`config.mk`:
```
export PLATFORM = sky130hd
export DESIGN_NAME = quad_position_decoder_flat
export DESIGN_NICKNAME = d
export VERILOG_FILES = /design/src/rtl/quad_position_decoder_if.sv /design/src/rtl/quad_position_decoder.sv /design/src/flat_wrapper.sv
export SDC_FILE = /design/constraint.sdc
export NUM_CORES = 1
export LEC_CHECK = 0
export BUFFER_PORTS_ARGS = -buffer_cell sky130_fd_sc_hd__buf_2
export CORE_MARGIN = 2
export CORE_UTILIZATION = 40
export CTS_BUF_LIST = sky130_fd_sc_hd__clkbuf_16
export DETAILED_ROUTE_END_ITERATION = 8
export MAX_ROUTING_LAYER = met4
export SLEW_MARGIN = 40
export SYNTH_ARGS = -nofsm -noshare
export SYNTH_HDL_FRONTEND = slang
export SYNTH_SLANG_ARGS = --single-unit
```
`constraint.sdc`:
```
create_clock -name clk -period 3.1 [get_ports clk]
set_input_delay 0.465 -clock clk [delete_from_list [all_inputs] [get_ports clk]]
set_output_delay 0.465 -clock clk [all_outputs]
set_load 0.1 [all_outputs]
```
`src/rtl/quad_position_decoder_if.sv`:
```
// Quadrature decoder bus interface.
// Bundles the control inputs (en, clr_pos), the raw phase lines (a_in, b_in) and the decoded
// outputs (pos, dir, step_pulse, err_pulse, err_count, moving).
//   master : drives en/clr_pos/a_in/b_in and observes the decoded outputs
//   slave  : the decoder itself
interface quad_position_decoder_if #(
  parameter int unsigned POS_WIDTH = 16
);
  logic                 en;
  logic                 clr_pos;
  logic                 a_in;
  logic                 b_in;
  logic [POS_WIDTH-1:0] pos;
  logic [1:0]           dir;
  logic                 step_pulse;
  logic                 err_pulse;
  logic [7:0]           err_count;
  logic                 moving;

  modport master (
    output en, clr_pos, a_in, b_in,
    input  pos, dir, step_pulse, err_pulse, err_count, moving
  );

  modport slave (
    input  en, clr_pos, a_in, b_in,
    output pos, dir, step_pulse, err_pulse, err_count, moving
  );
endinterface

```
`src/rtl/quad_position_decoder.sv`:
```
// Quadrature position decoder.
// Synchronises raw A/B phase lines, glitch-filters them, decodes the Gray sequence
// 00->01->11->10->00 into a signed position with direction, step and error events, and returns
// dir to idle after a period without activity.
// Ports:
//   clk  : system clock
//   rst  : synchronous reset, active-high
//   bus  : quad_position_decoder_if.slave
//          en, clr_pos, a_in, b_in in; pos, dir, step_pulse, err_pulse, err_count, moving out
module quad_position_decoder #(
  parameter int unsigned SYNC_STAGES  = 2,
  parameter int unsigned FILTER_LEN   = 3,
  parameter int unsigned POS_WIDTH    = 16,
  parameter int unsigned IDLE_TIMEOUT = 255
) (
  input  logic                   clk,
  input  logic                   rst,
  quad_position_decoder_if.slave bus
);

  localparam int unsigned FcW = $clog2(FILTER_LEN + 1);
  localparam int unsigned ToW = $clog2(IDLE_TIMEOUT + 1);

  localparam logic [1:0] DirIdle = 2'b00;
  localparam logic [1:0] DirCw   = 2'b01;
  localparam logic [1:0] DirCcw  = 2'b10;
  localparam logic [1:0] DirErr  = 2'b11;

  function automatic logic [1:0] gray_next(input logic [1:0] v);
    logic [1:0] r;
    unique case (v)
      2'b00:   r = 2'b01;
      2'b01:   r = 2'b11;
      2'b11:   r = 2'b10;
      default: r = 2'b00;
    endcase
    return r;
  endfunction

  // Synchronisers. vld_q marks stages that hold a real sample, so the cleared flops are never
  // mistaken for an input level of 00 right after reset.
  logic [SYNC_STAGES-1:0] a_sync_q, b_sync_q, vld_q;
  logic [1:0]             sync_ab;
  logic                   sync_vld;

  always_ff @(posedge clk) begin
    if (rst) begin
      a_sync_q <= '0;
      b_sync_q <= '0;
      vld_q    <= '0;
    end else begin
      a_sync_q <= {a_sync_q[SYNC_STAGES-2:0], bus.a_in};
      b_sync_q <= {b_sync_q[SYNC_STAGES-2:0], bus.b_in};
      vld_q    <= {vld_q[SYNC_STAGES-2:0], 1'b1};
    end
  end

  assign sync_ab  = {a_sync_q[SYNC_STAGES-1], b_sync_q[SYNC_STAGES-1]};
  assign sync_vld = vld_q[SYNC_STAGES-1];

  // Glitch filter. filt_vld_q is clear after reset so the first stable level is accepted even
  // when it equals the cleared value; that first acceptance only primes the decoder.
  logic [1:0]     filt_q, filt_d, cand_q, cand_d;
  logic           filt_vld_q, filt_vld_d, acc_q, acc_d;
  logic [FcW-1:0] cnt_q, cnt_d;

  always_comb begin
    filt_d     = filt_q;
    filt_vld_d = filt_vld_q;
    cand_d     = cand_q;
    cnt_d      = '0;
    acc_d      = 1'b0;
    if (sync_vld && (!filt_vld_q || sync_ab != filt_q)) begin
      cand_d = sync_ab;
      if (cnt_q != '0 && sync_ab == cand_q) begin
        cnt_d = cnt_q + 1'b1;
      end else begin
        cnt_d = FcW'(1);
      end
      if (cnt_d == FcW'(FILTER_LEN)) begin
        filt_d     = sync_ab;
        filt_vld_d = 1'b1;
        acc_d      = 1'b1;
        cnt_d      = '0;
      end
    end
  end

  always_ff @(posedge clk) begin
    if (rst) begin
      filt_q     <= 2'b00;
      filt_vld_q <= 1'b0;
      cand_q     <= 2'b00;
      cnt_q      <= '0;
      acc_q      <= 1'b0;
    end else begin
      filt_q     <= filt_d;
      filt_vld_q <= filt_vld_d;
      cand_q     <= cand_d;
      cnt_q      <= cnt_d;
      acc_q      <= acc_d;
    end
  end

  // Decoder. Acts one cycle after a level is accepted. prev_q always follows accepted levels,
  // even with en low, so re-enabling never produces an event for motion that happened meanwhile.
  logic [1:0]           prev_q, prev_d, dir_q, dir_d;
  logic                 primed_q, primed_d, step_q, step_d, err_q, err_d;
  logic [POS_WIDTH-1:0] pos_q, pos_d;
  logic [7:0]           errcnt_q, errcnt_d;
  logic [ToW-1:0]       idle_q, idle_d;
  logic                 live, fwd, rev, bad;

  always_comb begin
    prev_d   = prev_q;
    primed_d = primed_q;
    pos_d    = pos_q;
    dir_d    = dir_q;
    step_d   = 1'b0;
    err_d    = 1'b0;
    errcnt_d = errcnt_q;
    idle_d   = idle_q;

    live = acc_q && primed_q;
    fwd  = live && (filt_q == gray_next(prev_q));
    rev  = live && (prev_q == gray_next(filt_q));
    bad  = live && ((filt_q ^ prev_q) == 2'b11);

    if (acc_q) begin
      prev_d   = filt_q;
      primed_d = 1'b1;
    end

    // With en low, pulses simply stay low; everything else holds.
    if (bus.en) begin
      if (fwd) begin
        pos_d  = pos_q + 1'b1;
        dir_d  = DirCw;
        step_d = 1'b1;
        idle_d = '0;
      end else if (rev) begin
        pos_d  = pos_q - 1'b1;
        dir_d  = DirCcw;
        step_d = 1'b1;
        idle_d = '0;
      end else if (bad) begin
        dir_d  = DirErr;
        err_d  = 1'b1;
        idle_d = '0;
        if (errcnt_q != 8'hFF) begin
          errcnt_d = errcnt_q + 1'b1;
        end
      end else if (idle_q != ToW'(IDLE_TIMEOUT)) begin
        idle_d = idle_q + 1'b1;
        if (idle_d == ToW'(IDLE_TIMEOUT)) begin
          dir_d = DirIdle;
        end
      end
    end

    // The clear beats a coincident step; step_pulse and dir still report the step.
    if (bus.clr_pos) begin
      pos_d = '0;
    end
  end

  always_ff @(posedge clk) begin
    if (rst) begin
      prev_q   <= 2'b00;
      primed_q <= 1'b0;
      pos_q    <= '0;
      dir_q    <= DirIdle;
      step_q   <= 1'b0;
      err_q    <= 1'b0;
      errcnt_q <= 8'h00;
      idle_q   <= '0;
    end else begin
      prev_q   <= prev_d;
      primed_q <= primed_d;
      pos_q    <= pos_d;
      dir_q    <= dir_d;
      step_q   <= step_d;
      err_q    <= err_d;
      errcnt_q <= errcnt_d;
      idle_q   <= idle_d;
    end
  end

  assign bus.pos        = pos_q;
  assign bus.dir        = dir_q;
  assign bus.step_pulse = step_q;
  assign bus.err_pulse  = err_q;
  assign bus.err_count  = errcnt_q;
  assign bus.moving     = dir_q[0] ^ dir_q[1];

endmodule

```
`src/flat_wrapper.sv`:
```
// flat-port wrapper written by rule: the top's interface ports become plain ports
module quad_position_decoder_flat 
#(
  parameter int unsigned SYNC_STAGES  = 2,
  parameter int unsigned FILTER_LEN   = 3,
  parameter int unsigned POS_WIDTH    = 16,
  parameter int unsigned IDLE_TIMEOUT = 255
)
  (clk, rst, bus_en, bus_clr_pos, bus_a_in, bus_b_in, bus_pos, bus_dir, bus_step_pulse, bus_err_pulse, bus_err_count, bus_moving);
  quad_position_decoder_if #(.POS_WIDTH(POS_WIDTH)) bus_i ();
  input  logic clk;
  input  logic rst;
  input wire logic [$bits(bus_i.en)-1:0] bus_en;
  input wire logic [$bits(bus_i.clr_pos)-1:0] bus_clr_pos;
  input wire logic [$bits(bus_i.a_in)-1:0] bus_a_in;
  input wire logic [$bits(bus_i.b_in)-1:0] bus_b_in;
  output wire logic [$bits(bus_i.pos)-1:0] bus_pos;
  output wire logic [$bits(bus_i.dir)-1:0] bus_dir;
  output wire logic [$bits(bus_i.step_pulse)-1:0] bus_step_pulse;
  output wire logic [$bits(bus_i.err_pulse)-1:0] bus_err_pulse;
  output wire logic [$bits(bus_i.err_count)-1:0] bus_err_count;
  output wire logic [$bits(bus_i.moving)-1:0] bus_moving;
  assign bus_i.en = bus_en;
  assign bus_i.clr_pos = bus_clr_pos;
  assign bus_i.a_in = bus_a_in;
  assign bus_i.b_in = bus_b_in;
  assign bus_pos = bus_i.pos;
  assign bus_dir = bus_i.dir;
  assign bus_step_pulse = bus_i.step_pulse;
  assign bus_err_pulse = bus_i.err_pulse;
  assign bus_err_count = bus_i.err_count;
  assign bus_moving = bus_i.moving;
  quad_position_decoder #(.SYNC_STAGES(SYNC_STAGES), .FILTER_LEN(FILTER_LEN), .POS_WIDTH(POS_WIDTH), .IDLE_TIMEOUT(IDLE_TIMEOUT)) u_core (.clk(clk), .rst(rst), .bus(bus_i));
endmodule
```
After elaboration in Yosys (flattened, before gate mapping):

Cells that the tools add are included.

* add/subtract/negate cells: 5
* multipliers: 0
* divide/modulo/power cells: 0
* magnitude comparators: 0
* eq/ne operators: 13
* shift operators: 0
* muxes and demuxes: 20
* bitwise operators: 6
* reduce and logical (&&, ||, !) cells: 24

Operator list (number)
* 16-bit 2-to-1 mux: 2
* 8-bit 2-to-1 mux: 4
* 16-bit by 1-bit adder with 16-bit output, second input constant: 1
* 8-bit by 1-bit adder with 8-bit output, second input constant: 2
* 8-bit inequality test, second input constant: 2
* 16-bit by 1-bit subtractor with 16-bit output, second input constant: 1
* 2-bit 2-to-1 mux: 7
* 2-bit one-hot mux with 3 select lines: 2
* 2-bit equality test, second input constant: 4
* 8-bit equality test, second input constant: 1
* 4-bit nonzero test: 2
* 2-bit equality test: 3
* 1-bit logical AND: 6
* 2-bit AND reduction: 3
* 2-bit OR reduction: 3
* 1-bit 2-to-1 mux: 5
* 5-bit AND reduction: 1
* 2-bit by 1-bit equality test with 1-bit output, second input constant: 2
* 2-bit logical NOT: 2
* 1-bit NOT: 4
* 2-bit nonzero test: 2
* 4-bit OR reduction: 1
* 3-bit AND reduction: 1
* 3-bit OR reduction: 1
* other kinds (6): 6

* register bits after elaboration: 53
* latch bits: 0
* RAM bits: 0
* memory bits (read-only): 0
* bits of input ports: 6
* output and inout port bits: 29
* word-level logic and storage cells: 85
* memories: 0

Depth between registers and ports, before layout:

Gate-level depths: netlist of the first run.

* word-level depth: 7
* depth in mapped cells: 11
* depth with buffers taken out: 10

Least setup slack after synthesis of the first run:

Ideal clock, no wire load.

* kind: register -> register
* from: register u_core.acc_q
* to: register u_core.pos_q[10], in the netlist u_core.bus.pos[10]
* setup time: 120 ps
* data arrival time: 2886 ps
* data required time: 2980 ps
* path slack: 94 ps
* stages on the path, launching flop included: 11
* buffers on the path: 1
* clock period less this slack: 3006 ps
* cell sequence: dfxtp_1 > and2_1 > clkbuf_2 > nand3_1 > ha_1 > a21o_1 > a21oi_1 > a21oi_1 > or2_2 > a21o_1 > a211o_1

* cells in the longest elaborated chain, start to end: 4
* elaborated cells between the ends (all ways): 6
* those cells by class: mux: 1; reduce/logical: 5

Ends and longest elaborated chain
* from (decl): line quad_position_decoder.sv:64 `logic filt_vld_q, filt_vld_d, acc_q, acc_d;`
* from (signal assigned): line quad_position_decoder.sv:95 `acc_q <= 1'b0;`
* from (signal assigned): line quad_position_decoder.sv:101 `acc_q <= acc_d;`
* 1-bit logical AND (*): line quad_position_decoder.sv:124 `live = acc_q && primed_q;`
* 1-bit logical AND (on tied branches): line quad_position_decoder.sv:126, quad_position_decoder.sv:125
* 2-bit nonzero test (no source line)
* 2-bit AND reduction (no source line)
* to (signal assigned): line quad_position_decoder.sv:180 `pos_q <= pos_d;`
* to (decl): line quad_position_decoder.sv:109 `logic [POS_WIDTH-1:0] pos_q, pos_d;`

Every way passes the cells marked *; elsewhere a longest branch is shown, timed or not.
A chain may end at the register's enable or synchronous reset.

Worst setup path after layout of the first run:

* from: register u_core.prev_q[0]
* to: register u_core.pos_q[10], in the netlist u_core.bus.pos[10]

* cells in the longest elaborated chain, start to end: 6
* elaborated cells between the ends (all ways): 11
* those cells by class: eq/ne: 4; mux: 2; reduce/logical: 5

Ends and longest elaborated chain
* from (decl): line quad_position_decoder.sv:107 `logic [1:0] prev_q, prev_d, dir_q, dir_d;`
* from (signal assigned): line quad_position_decoder.sv:178 `prev_q <= prev_d;`
* 2-bit equality test (tied with other cells): line quad_position_decoder.sv:31 `unique case (v)`
* 2-bit one-hot mux with 3 select lines: line quad_position_decoder.sv:31
* 2-bit equality test: line quad_position_decoder.sv:125 `fwd = live && (filt_q == gray_next(prev_q));`
* 1-bit logical AND: line quad_position_decoder.sv:125
* 2-bit nonzero test (no source line)
* 2-bit AND reduction (no source line)

Several ways; a longest one is shown, not always the timed one.

==> summary.md, run 1 <==
| Metric | Value |
|---|---|
| Outcome | finished, final reports clean |
| First-pass DRT Iterations | 5 |
| Clock Skew | roughly 0.0059 ns |
| Sequential share of the synthesized area | 35.2% |
| Sw Ratio | 21.4% |
| Hold buffers post-CTS | 0 |
| Max cap viols | 0 |
| Final TNS setup | 0 ns |
| Final worst-path cycle share | 88.6% |
| RSZ-0062 raised after global routing | no |
| Worst R2R Setup Slack | ~0.35 ns |
| Nature of the critical path startpoint | register |
| Gpl congestion | 0.890 |
| DR vias | ~2,600 |
| TritonCTS Buffers | 5 |
| Syn Area/Cell | about 8.6 µm² |
| Slew HR | 58.1% |
| Finished Core Util | a little under half |
| Hold WC Path Type | primary input to register |
| Cell variety after synth | 55 |
| Yosys top cell by area | dfxtp_1 |
| Most frequent cells in the layout | 53 x dfxtp_1, 38 x nor2_1, 34 x buf_2 |
| Post-CTS Setup Repair Bufs | 0 |
| Total Die Area | 8260 µm² |
| Initial Util | 41.4% |
| IO Port Bufs | 34 |
| Finish-stage setup viols | 0 |
| Antenna Nets Post-Route | 0 |
| Non-filler cells, final | 481 |
| Via density | approximately 5.4 |
| DRC | 0 |
| Post-Synthesis Cells | 350 |
| Synth warnings | 0 |
| First DRT Iteration DRCs | roughly 170 |
| Worst-path clk slew | about 0.07 ns |
| CTS Root Cell | clkbuf_16 |
| Post-Place Cells | approximately 470 |
| Core ar. | about 7300 µm² |
| Grt total ovfl | 0 |
| Type of the worst setup path | register to register |
| Post-synthesis net count | 376 |
| Initial antenna violation count | 0 |
| Reg2Reg Launch Point | u_core.prev_q[0] |
| Sequential fraction of design power | 49.9% |
| Start point of the critical path | u_core.prev_q[0] |
| Total Power | 0.00139 W |
| CTS tree | done |
| Comb pwr share | under 10% |
| Tot GR Track Use | 16.1% |
| Number of flip-flops in the largest register | 16 |
| Max-slew violation count | 0 |
| H-tree levels | 2 |
| Floorplan row count | 31 |
| Layout Nets | 407 |
| WL final | approximately 6.2 mm |
| HPWL Detailed | 4.44 mm |
| Commonest non-fill, non-tap cell in the layout | dfxtp_1 |
| R2R Path End | u_core.bus.pos[10] |
| Worst slew pin tran | about 0.63 ns |
| Mapped cell area | 3020 µm² |
| Clock sink count | 53 |
| Worst VDD drop | roughly 210 µV |
| Hold Fails Final Rpt | 0 |
| Worst-case reg-to-reg path depth | 9 |
| Largest cells by area after synthesis | dfxtp_1 35%, ha_1 7.9%, nor2_1 4.9% |
| Clock Path Buffers | 2 |
| Post-synth top flop | dfxtp_1 |
| Chip width | 90.9 µm |
| Worst EP required | 3.28 ns |
| Cell Int Power | 0.00109 W |
| EDFF count, synth | 0 |
| Largest net degree at the start of global routing | 34 |
| Crit path max fanout | 10 |
| First-pass GRT wire length | 10.8 mm |
| Share of Yosys cell area claimed by the top area cell type | 35.2% |
| Critical path data arrival time | 2.93 ns |
| Max frequency | 364 MHz |
| Area growth from synthesis to layout | 14.3% |
| Layout cell share with drive strength beyond 1 | 16.5% |
| Pleak | 1.48 nW |
| Post_cts resized | 0 |
| Share of async-settable or async-resettable flops after synthesis | 0% |
| CP endpoint kind | register |
| WL/cell | 12.8 µm |
| Worst skew pair latency | 0.29 ns |
| Vias in the first global route | around 2,400 |
| # IOs | 35 |
| PwrDens | roughly 400 nW/µm² |
| Worst Setup EP | u_core.bus.pos[10] |
| Tmin final | 2.75 ns |
| Sw power | 0.000297 W |
| N_diodes | 0 |
| Clk pwr share | 47.1% |
| Die H | roughly 91 µm |
| Synth Register Bits | 53 |
worst max-delay path, stage by stage (launching register included):
cell,delay [ns]
dfxtp_1,0.45
xnor2_1,0.17
nand3_2,0.25
ha_1,0.43
a21o_1,0.21
a21oi_1,0.22
a21oi_1,0.12
or2_2,0.34
a21o_1,0.19
a211o_1,0.24
cells in the mapped netlist, drive strengths merged, types with 11 or more instances:
master and n:
nand3 23, nor2 39, xor2 14, ha 19, xnor2 12, a21oi 22
o21ai 11, nand2 22, nor3 16, dfxtp 53, buf 11
cells by family (layout without fill, tap and decap cells):
kind of cell    count (synthesis)  in the layout  synth area share (%)
fa+ha+maj                      20             20                  8.54
mux                             9              9                  2.99
xor+xnor                       26             26                  8.04
compound gates                 73             73                  17.1
simple gates                  142            142                  23.6
flops                          53             53                  35.2
buf+inv                        27             59                  4.56
layer usage:
layer / GRT usage [%] / up-vias / share of wire, %
met5: - / - / 0
met4: 4.92 / 0 / 2.0
met3: 3.34 / 14 / 4.8
met2: 26.8 / 70 / 46
met1: 19.8 / 1182 / 48
li1: - / 1320 / -
power by group through the flow:
stage	Sequential [W]	Clock (W)	Combinational [W]
2_1_floorplan	0.000707	0	0.0000312
3_3_place_gp	0.000708	0	0.0000414
3_5_place_dp	0.000709	0	0.0000414
4_1_cts	0.000692	0.000673	0.0000415
5_1_grt	0.000694	0.000703	0.0000467
6_report	0.000692	0.000653	0.0000413
cell type report:
class / count / area [µm²]
clock inverter: 3 / 50.0
inverter: 9 / 33.8
clock buffer: 5 / 125
multi-input combinational: 270 / 1830
timing repair buffer: 42 / 230
sequential: 53 / 1060
fill: 731 / 3840
tap: 99 / 124
worst min path at each step:
| stage | depth (start not counted) | from | endpoint |
|---|---|---|---|
| 6_report | 2 | bus_a_in | u_core.a_sync_q[0] |
| 5_1_grt | 2 | bus_b_in | u_core.b_sync_q[0] |
| 4_1_cts | 2 | bus_a_in | u_core.a_sync_q[0] |
| 3_5_place_dp | 1 | u_core.a_sync_q[0] | u_core.a_sync_q[1] |
| 3_3_place_gp | 1 | u_core.vld_q[0] | u_core.vld_q[1] |
| 2_1_floorplan | 1 | u_core.a_sync_q[0] | u_core.a_sync_q[1] |
stage by stage:
step           instance area (µm²)  hold slack [ns]  worst slack (ns)
6_report                      3450            0.377             0.352
3_3_place_gp                  3270            0.418             0.312
5_1_grt                       3450            0.375            0.0531
4_1_cts                       3440            0.378             0.217
2_1_floorplan                 3020            0.414            0.0941
3_5_place_dp                  3270            0.428             0.226
(Power assumes the default switching activity.)
==> run 2, diff against run 1 <==
Settings changed: CORE_MARGIN 2 to 3.
==> run 2 against run 1 <==
Against the previous run: flip-flop and latch count did not move; worst setup slack better by 0.042 ns; final area decreased by 1.2%; largest cell class unchanged; largest power group unchanged; highest routed layer unchanged.
==> summary.md, run 2 (synthesized netlist as in run 1, its figures left out) <==
| Metric | Value |
|---|---|
| Final TNS setup | 0 ns (unchanged) |
| DR vias | 2,536 (was 2,586) |
| Outcome | finished, final reports clean (unchanged) |
| Worst skew pair latency | 0.28 ns (was 0.29 ns) |
| Clock Skew | 0.00337 ns (was 0.00592 ns) |
| Worst EP required | 3.28 ns (about the same) |
| Critical path's top delay family | compound AO/OA/AOI/OAI gates (unchanged) |
| HPWL Detailed | 4.41 mm (was 4.44 mm) |
| Floorplan row count | 31 (unchanged) |
| First DRT Iteration DRCs | 98 (was 172) |
| Critical Path Slowest Stage Cell | dfxtp_1 (unchanged) |
| Hold WS | 0.385 ns (was 0.377 ns) |
| PwrDens | 373 nW/µm² (was 402 nW/µm²) |
| Type of the worst setup path | register to register (unchanged) |
| Chip width | 92.9 µm (was 90.9 µm) |
| RSZ-0062 raised after global routing | no (unchanged) |
| WL/cell | 12.7 µm (was 12.8 µm) |
| Die H | 92.9 µm (was 90.9 µm) |
| Tot GR Track Use | 14.9% (was 16.1%) |
| Crit path max fanout | 9 (was 10) |
| Via density | 5.29 (was 5.38) |
| Initial antenna violation count | 0 (unchanged) |
| TritonCTS Buffers | 5 (unchanged) |
| Worst slew pin tran | 0.705 ns (was 0.629 ns) |
| Max cap viols | 0 (unchanged) |
| CP cell instances | xnor2_1, nand3_2, ha_1, a21o_1, a21oi_1, a21oi_1, or2_2, a21o_1, a211o_1 (unchanged) |
| Finished Core Util | 46.8% (was 47.3%) |
| First-pass DRT Iterations | 4 (was 5) |
| WL final | 6.09 mm (was 6.17 mm) |
| Commonest non-fill, non-tap cell in the layout | dfxtp_1 (unchanged) |
| Worst VDD drop | 282 µV (was 211 µV) |
| Layout cell share with drive strength beyond 1 | 16.1% (was 16.5%) |
| Total Power | 0.00127 W (was 0.00139 W) |
| Max-slew violation count | 0 (unchanged) |
| Layout Nets | 406 (was 407) |
| Hold buffers post-CTS | 0 (unchanged) |
| Grt total ovfl | 0 (unchanged) |
| Worst-path clk slew | 0.07 ns (about the same) |
| Nature of the critical path startpoint | register (unchanged) |
| Clock sink count | 53 (unchanged) |
| CP max stage delay | 0.44 ns (was 0.45 ns) |
| Most frequent cells in the layout | 53 x dfxtp_1, 38 x nor2_1, 34 x buf_2 (unchanged) |
| Slew HR | 53.0% (was 58.1%) |
| N_diodes | 0 (unchanged) |
| Critical path data arrival time | 2.88 ns (was 2.93 ns) |
| Gpl congestion | 0.876 (was 0.890) |
| Total Die Area | 8620 µm² (was 8260 µm²) |
| Max frequency | 370 MHz (was 364 MHz) |
| Core ar. | 7290 µm² (unchanged) |
| Number of flip-flops in the largest register | 16 (unchanged) |
| WP buf/inv | 0 (unchanged) |
| # IOs | 35 (unchanged) |
| Largest net degree at the start of global routing | 40 (was 34) |
| Area after DPL | 3260 µm² (was 3270 µm²) |
| Clock Path Buffers | 2 (unchanged) |
| Hold Fails Final Rpt | 0 (unchanged) |
| DRC | 0 (unchanged) |
| Hold WC Path Type | primary input to register (unchanged) |
| Finish-stage setup viols | 0 (unchanged) |
| H-tree levels | 2 (unchanged) |
| Area growth from synthesis to layout | 13.0% (was 14.3%) |
| Initial Util | 41.4% (unchanged) |
| Antenna Nets Post-Route | 0 (unchanged) |
| Pleak | 1.46 nW (was 1.48 nW) |
| CTS tree | done (unchanged) |
| Final worst-path cycle share | 87.3% (was 88.6%) |
| Vias in the first global route | 2,294 (was 2,358) |
| Tmin final | 2.71 ns (was 2.75 ns) |
| First-pass GRT wire length | 10.4 mm (was 10.8 mm) |
| IO Port Bufs | 34 (unchanged) |
| Finished Cell Area | 3410 µm² (was 3450 µm²) |
| CTS Root Cell | clkbuf_16 (unchanged) |
| CP endpoint kind | register (unchanged) |
-- run 2: worst reg2reg max path: stages, from the launching register on --
cell	delay, ns
dfxtp_1	0.44
xnor2_1	0.16
nand3_2	0.23
ha_1	0.43
a21o_1	0.21
a21oi_1	0.23
a21oi_1	0.13
or2_2	0.34
a21o_1	0.19
a211o_1	0.24
-- run 2: layout make-up --
cell class | instances | area [µm²]
Clock buffer | 5 | 125
Clock inverter | 2 | 16.3
Fill cell | 748 | 3880
Inverter | 9 | 33.8
Multi-Input combinational cell | 270 | 1830
Sequential cell | 53 | 1060
Tap cell | 99 | 124
Timing Repair Buffer | 41 | 223
-- run 2: what timing repair did --
item | CTS | global route
resized for setup | 0 | 1
setup endpoints to repair | 0 | 1
setup buffers | 0 | 0
endpoints found under the hold margin | 0 | 0
-- run 2: where the power goes --
group,internal [W],leakage (nW),switching (W)
Sequential,0.000687,0.429,0.00000557
Combinational,0.0000134,0.961,0.0000268
Clock,0.000296,0.0659,0.000241
-- run 2: metrics by stage --
stage,cells,setup WS [ns]
after floorplan,350,0.0941
after global placement,472,0.343
after detailed placement,472,0.257
after CTS,479,0.245
after global routing,479,0.188
final,479,0.395
-- run 2: worst paths after layout --
kind / cells past startpoint / from / end / slack, ns
max: 9 / u_core.prev_q[0] / u_core.bus.pos[10] / 0.39
min: 2 / bus_b_in / u_core.b_sync_q[0] / 0.39
max reg2reg: 9 / u_core.prev_q[0] / u_core.bus.pos[10] / 0.39
min reg2reg: 1 / u_core.b_sync_q[0] / u_core.b_sync_q[1] / 0.44
-- run 2: routing by layer --
metal / part of all wire [%] / up-vias / GRT usage (%)
met4: 1.3 / 0 / 5.13
met1: 50 / 1179 / 19.4
met3: 2.9 / 8 / 3.17
met5: 0 / - / -
met2: 46 / 33 / 23.1
li1: - / 1316 / -
==> run 3, diff against run 2 <==
Settings changed: CELL_PAD_IN_SITES_DETAIL_PLACEMENT set to 1, CELL_PAD_IN_SITES_GLOBAL_PLACEMENT set to 1, CORE_MARGIN 3 to unset, PLACE_DENSITY_LB_ADDON set to 0.1.
==> run 3 against run 2 <==
Against the previous run: routed wire length rose by 14%; largest cell class unchanged; clock skew barely moved; first-iteration DRC count fell by 55%; worst setup slack got worse by 0.066 ns.
==> summary.md, run 3 (synthesized netlist as in run 1, its figures left out) <==
| Metric | Value |
|---|---|
| Clk pwr share | 44.0% (was 42.3%) |
| WL/cell | 14.5 µm (was 12.7 µm) |
| Finish-stage setup viols | 0 (unchanged) |
| Number of flip-flops in the largest register | 16 (unchanged) |
| Gpl congestion | 0.813 (was 0.876) |
| CTS Root Cell | clkbuf_16 (unchanged) |
| WP buf/inv | 1 (was 0) |
| Sw power | 0.000302 W (was 0.000274 W) |
| Vias in the first global route | 2,553 (was 2,294) |
| Non-filler cells, final | 480 (was 479) |
| Chip width | 88.9 µm (was 92.9 µm) |
| First-pass GRT wire length | 11.7 mm (was 10.4 mm) |
| Clock Skew | 0.00304 ns (was 0.00337 ns) |
| CP endpoint kind | register (unchanged) |
| Worst R2R Setup Slack | 0.33 ns (was 0.39 ns) |
| Via density | 5.43 (was 5.29) |
| WL final | 6.96 mm (was 6.09 mm) |
| Layout Nets | 406 (unchanged) |
| Worst slew pin tran | 0.722 ns (was 0.705 ns) |
| Initial antenna violation count | 0 (unchanged) |
| Worst-case reg-to-reg path depth | 10 (was 9) |
| Outcome | finished, final reports clean (unchanged) |
| DRC | 0 (unchanged) |
| Sw Ratio | 23.1% (was 21.5%) |
| Initial Util | 41.4% (unchanged) |
| Worst VDD drop | 260 µV (was 282 µV) |
| Nature of the critical path startpoint | register (unchanged) |
| Start point of the critical path | u_core.prev_q[0] (unchanged) |
| Hold Fails Final Rpt | 0 (unchanged) |
| Post-CTS Setup Repair Bufs | 0 (unchanged) |
| FF+latch area | 1060 µm² (unchanged) |
| CP max stage delay | 0.45 ns (was 0.44 ns) |
| Comb pwr share | 3.1% (was 3.2%) |
| Grt total ovfl | 0 (unchanged) |
| Critical path's top delay family | compound AO/OA/AOI/OAI gates (unchanged) |
| Antenna Nets Post-Route | 0 (unchanged) |
| Slew HR | 51.9% (was 53.0%) |
| Hold buffers post-CTS | 0 (unchanged) |
| Floorplan row count | 31 (unchanged) |
| Area growth from synthesis to layout | 13.3% (was 13.0%) |
| Layout cell share with drive strength beyond 1 | 16.3% (was 16.1%) |
| PwrDens | 383 nW/µm² (was 373 nW/µm²) |
| Sequential fraction of design power | 52.9% (was 54.5%) |
| CP Depth | 10 (was 9) |
| Worst EP required | 3.27 ns (was 3.28 ns) |
| Top cell by count, worst path | o21ai_0 |
| Post-Place Cells | 472 (unchanged) |
| DR vias | 2,607 (was 2,536) |
| Clock sink count | 53 (unchanged) |
| Crit path max fanout | 13 (was 9) |
| Worst Setup EP | u_core.bus.pos[15] (was u_core.bus.pos[10]) |
| First-pass DRT Iterations | 4 (unchanged) |
| Clock Path Buffers | 2 (unchanged) |
| Largest net degree at the start of global routing | 40 (unchanged) |
| Most frequent cells in the layout | 53 x dfxtp_1, 38 x nor2_1, 34 x buf_2 (unchanged) |
| TritonCTS Buffers | 5 (unchanged) |
| Tot GR Track Use | 19.7% (was 14.9%) |
| Max frequency | 361 MHz (was 370 MHz) |
| Area of the multi-input gates | 1830 µm² (unchanged) |
| Final TNS setup | 0 ns (unchanged) |
| Max-slew violation count | 0 (unchanged) |
| H-tree levels | 2 (unchanged) |
| CTS tree | done (unchanged) |
| Critical Path Slowest Stage Cell | dfxtp_1 (unchanged) |
| First DRT Iteration DRCs | 44 (was 98) |
| Cell Int Power | 0.00101 W (was 0.000997 W) |
| Worst skew pair latency | 0.29 ns (was 0.28 ns) |
| Total Power | 0.00131 W (was 0.00127 W) |
| Worst-path clk slew | 0.07 ns (about the same) |
| # IOs | 35 (unchanged) |
| Total Die Area | 7900 µm² (was 8620 µm²) |
| Die H | 88.9 µm (was 92.9 µm) |
| Core ar. | 7290 µm² (unchanged) |
| Commonest non-fill, non-tap cell in the layout | dfxtp_1 (unchanged) |
| HPWL Detailed | 5.01 mm (was 4.41 mm) |
| Tmin final | 2.77 ns (was 2.71 ns) |
| R2R Path End | u_core.bus.pos[15] (was u_core.bus.pos[10]) |
| Critical path data arrival time | 2.94 ns (was 2.88 ns) |
| Max cap viols | 0 (unchanged) |
| IO Port Bufs | 34 (unchanged) |
| RSZ-0062 raised after global routing | no (unchanged) |
| Final worst-path cycle share | 89.4% (was 87.3%) |
| Hold WC Path Type | primary input to register (unchanged) |
| Fillers | 920 (was 748) |
| Reg2Reg Launch Point | u_core.prev_q[0] (unchanged) |
| CP cell instances | xnor2_1, nand3_2, buf_4, ha_1, a21oi_1, o221ai_1, o21ai_0, o21ai_0, o21ai_0, nand3_1 (was xnor2_1, nand3_2, ha_1, a21o_1, a21oi_1, a21oi_1, or2_2, a21o_1, a211o_1) |
| Pleak | 1.46 nW (about the same) |
| Type of the worst setup path | register to register (unchanged) |
| N_diodes | 0 (unchanged) |
[run 3: worst register-to-register path, stage by stage (launching register included)]
cell and delay (ns):
dfxtp_1 0.45, xnor2_1 0.17, nand3_2 0.24, buf_4 0.28
ha_1 0.38, a21oi_1 0.35, o221ai_1 0.23, o21ai_0 0.19
o21ai_0 0.14, o21ai_0 0.12, nand3_1 0.11
[run 3: area by class of cell]
type,instances,area share [%]
sequential,53,31.0
inverter,9,0.988
tap,99,3.62
clock buffer,5,3.66
clock inverter,3,0.732
multi-input combinational,270,53.4
timing repair buffer,41,6.52
[run 3: power groups by stage]
stage,combinational [W],sequential (W),clock [W]
after floorplan,0.0000312,0.000707,0
after global placement,0.0000406,0.000708,0
after detailed placement,0.0000420,0.000709,0
after CTS,0.0000420,0.000692,0.000597
after global routing,0.0000463,0.000693,0.000619
final,0.0000408,0.000692,0.000575
[run 3: worst min path at each step]
| stage | from | to | slack [ns] | cells past startpoint |
|---|---|---|---|---|
| after CTS | bus_b_in | u_core.b_sync_q[0] | 0.37 | 2 |
| final | bus_b_in | u_core.b_sync_q[0] | 0.38 | 2 |
| after global routing | bus_b_in | u_core.b_sync_q[0] | 0.39 | 2 |
| after global placement | u_core.vld_q[0] | u_core.vld_q[1] | 0.42 | 1 |
| after detailed placement | u_core.b_sync_q[0] | u_core.b_sync_q[1] | 0.43 | 1 |
| after floorplan | u_core.a_sync_q[0] | u_core.a_sync_q[1] | 0.41 | 1 |
[run 3: through the flow]
| stage | utilization (%) | setup slack [ns] | instance area, µm² | hold WS (ns) |
|---|---|---|---|---|
| 4_1_cts | 46.8 | 0.138 | 3410 | 0.368 |
| 5_1_grt | 46.9 | 0.137 | 3420 | 0.386 |
| 6_report | 46.9 | 0.329 | 3420 | 0.378 |
| 3_3_place_gp | 44.7 | 0.298 | 3260 | 0.417 |
| 2_1_floorplan | - | 0.0941 | 3020 | 0.414 |
| 3_5_place_dp | 44.7 | 0.165 | 3260 | 0.427 |
[run 3: layer usage]
layer	part of all wire, %	GRT usage (%)
met4	1.4	6.01
met3	1.9	3.17
met2	50	34.4
met1	47	23.1
met5	0	-
[run 3: what timing repair did]
| item | in CTS | in global routing |
|---|---|---|
| resized for setup | 0 | 1 |
| endpoints found under the setup margin | 0 | 3 |
| endpoints found under the hold margin | 0 | 0 |
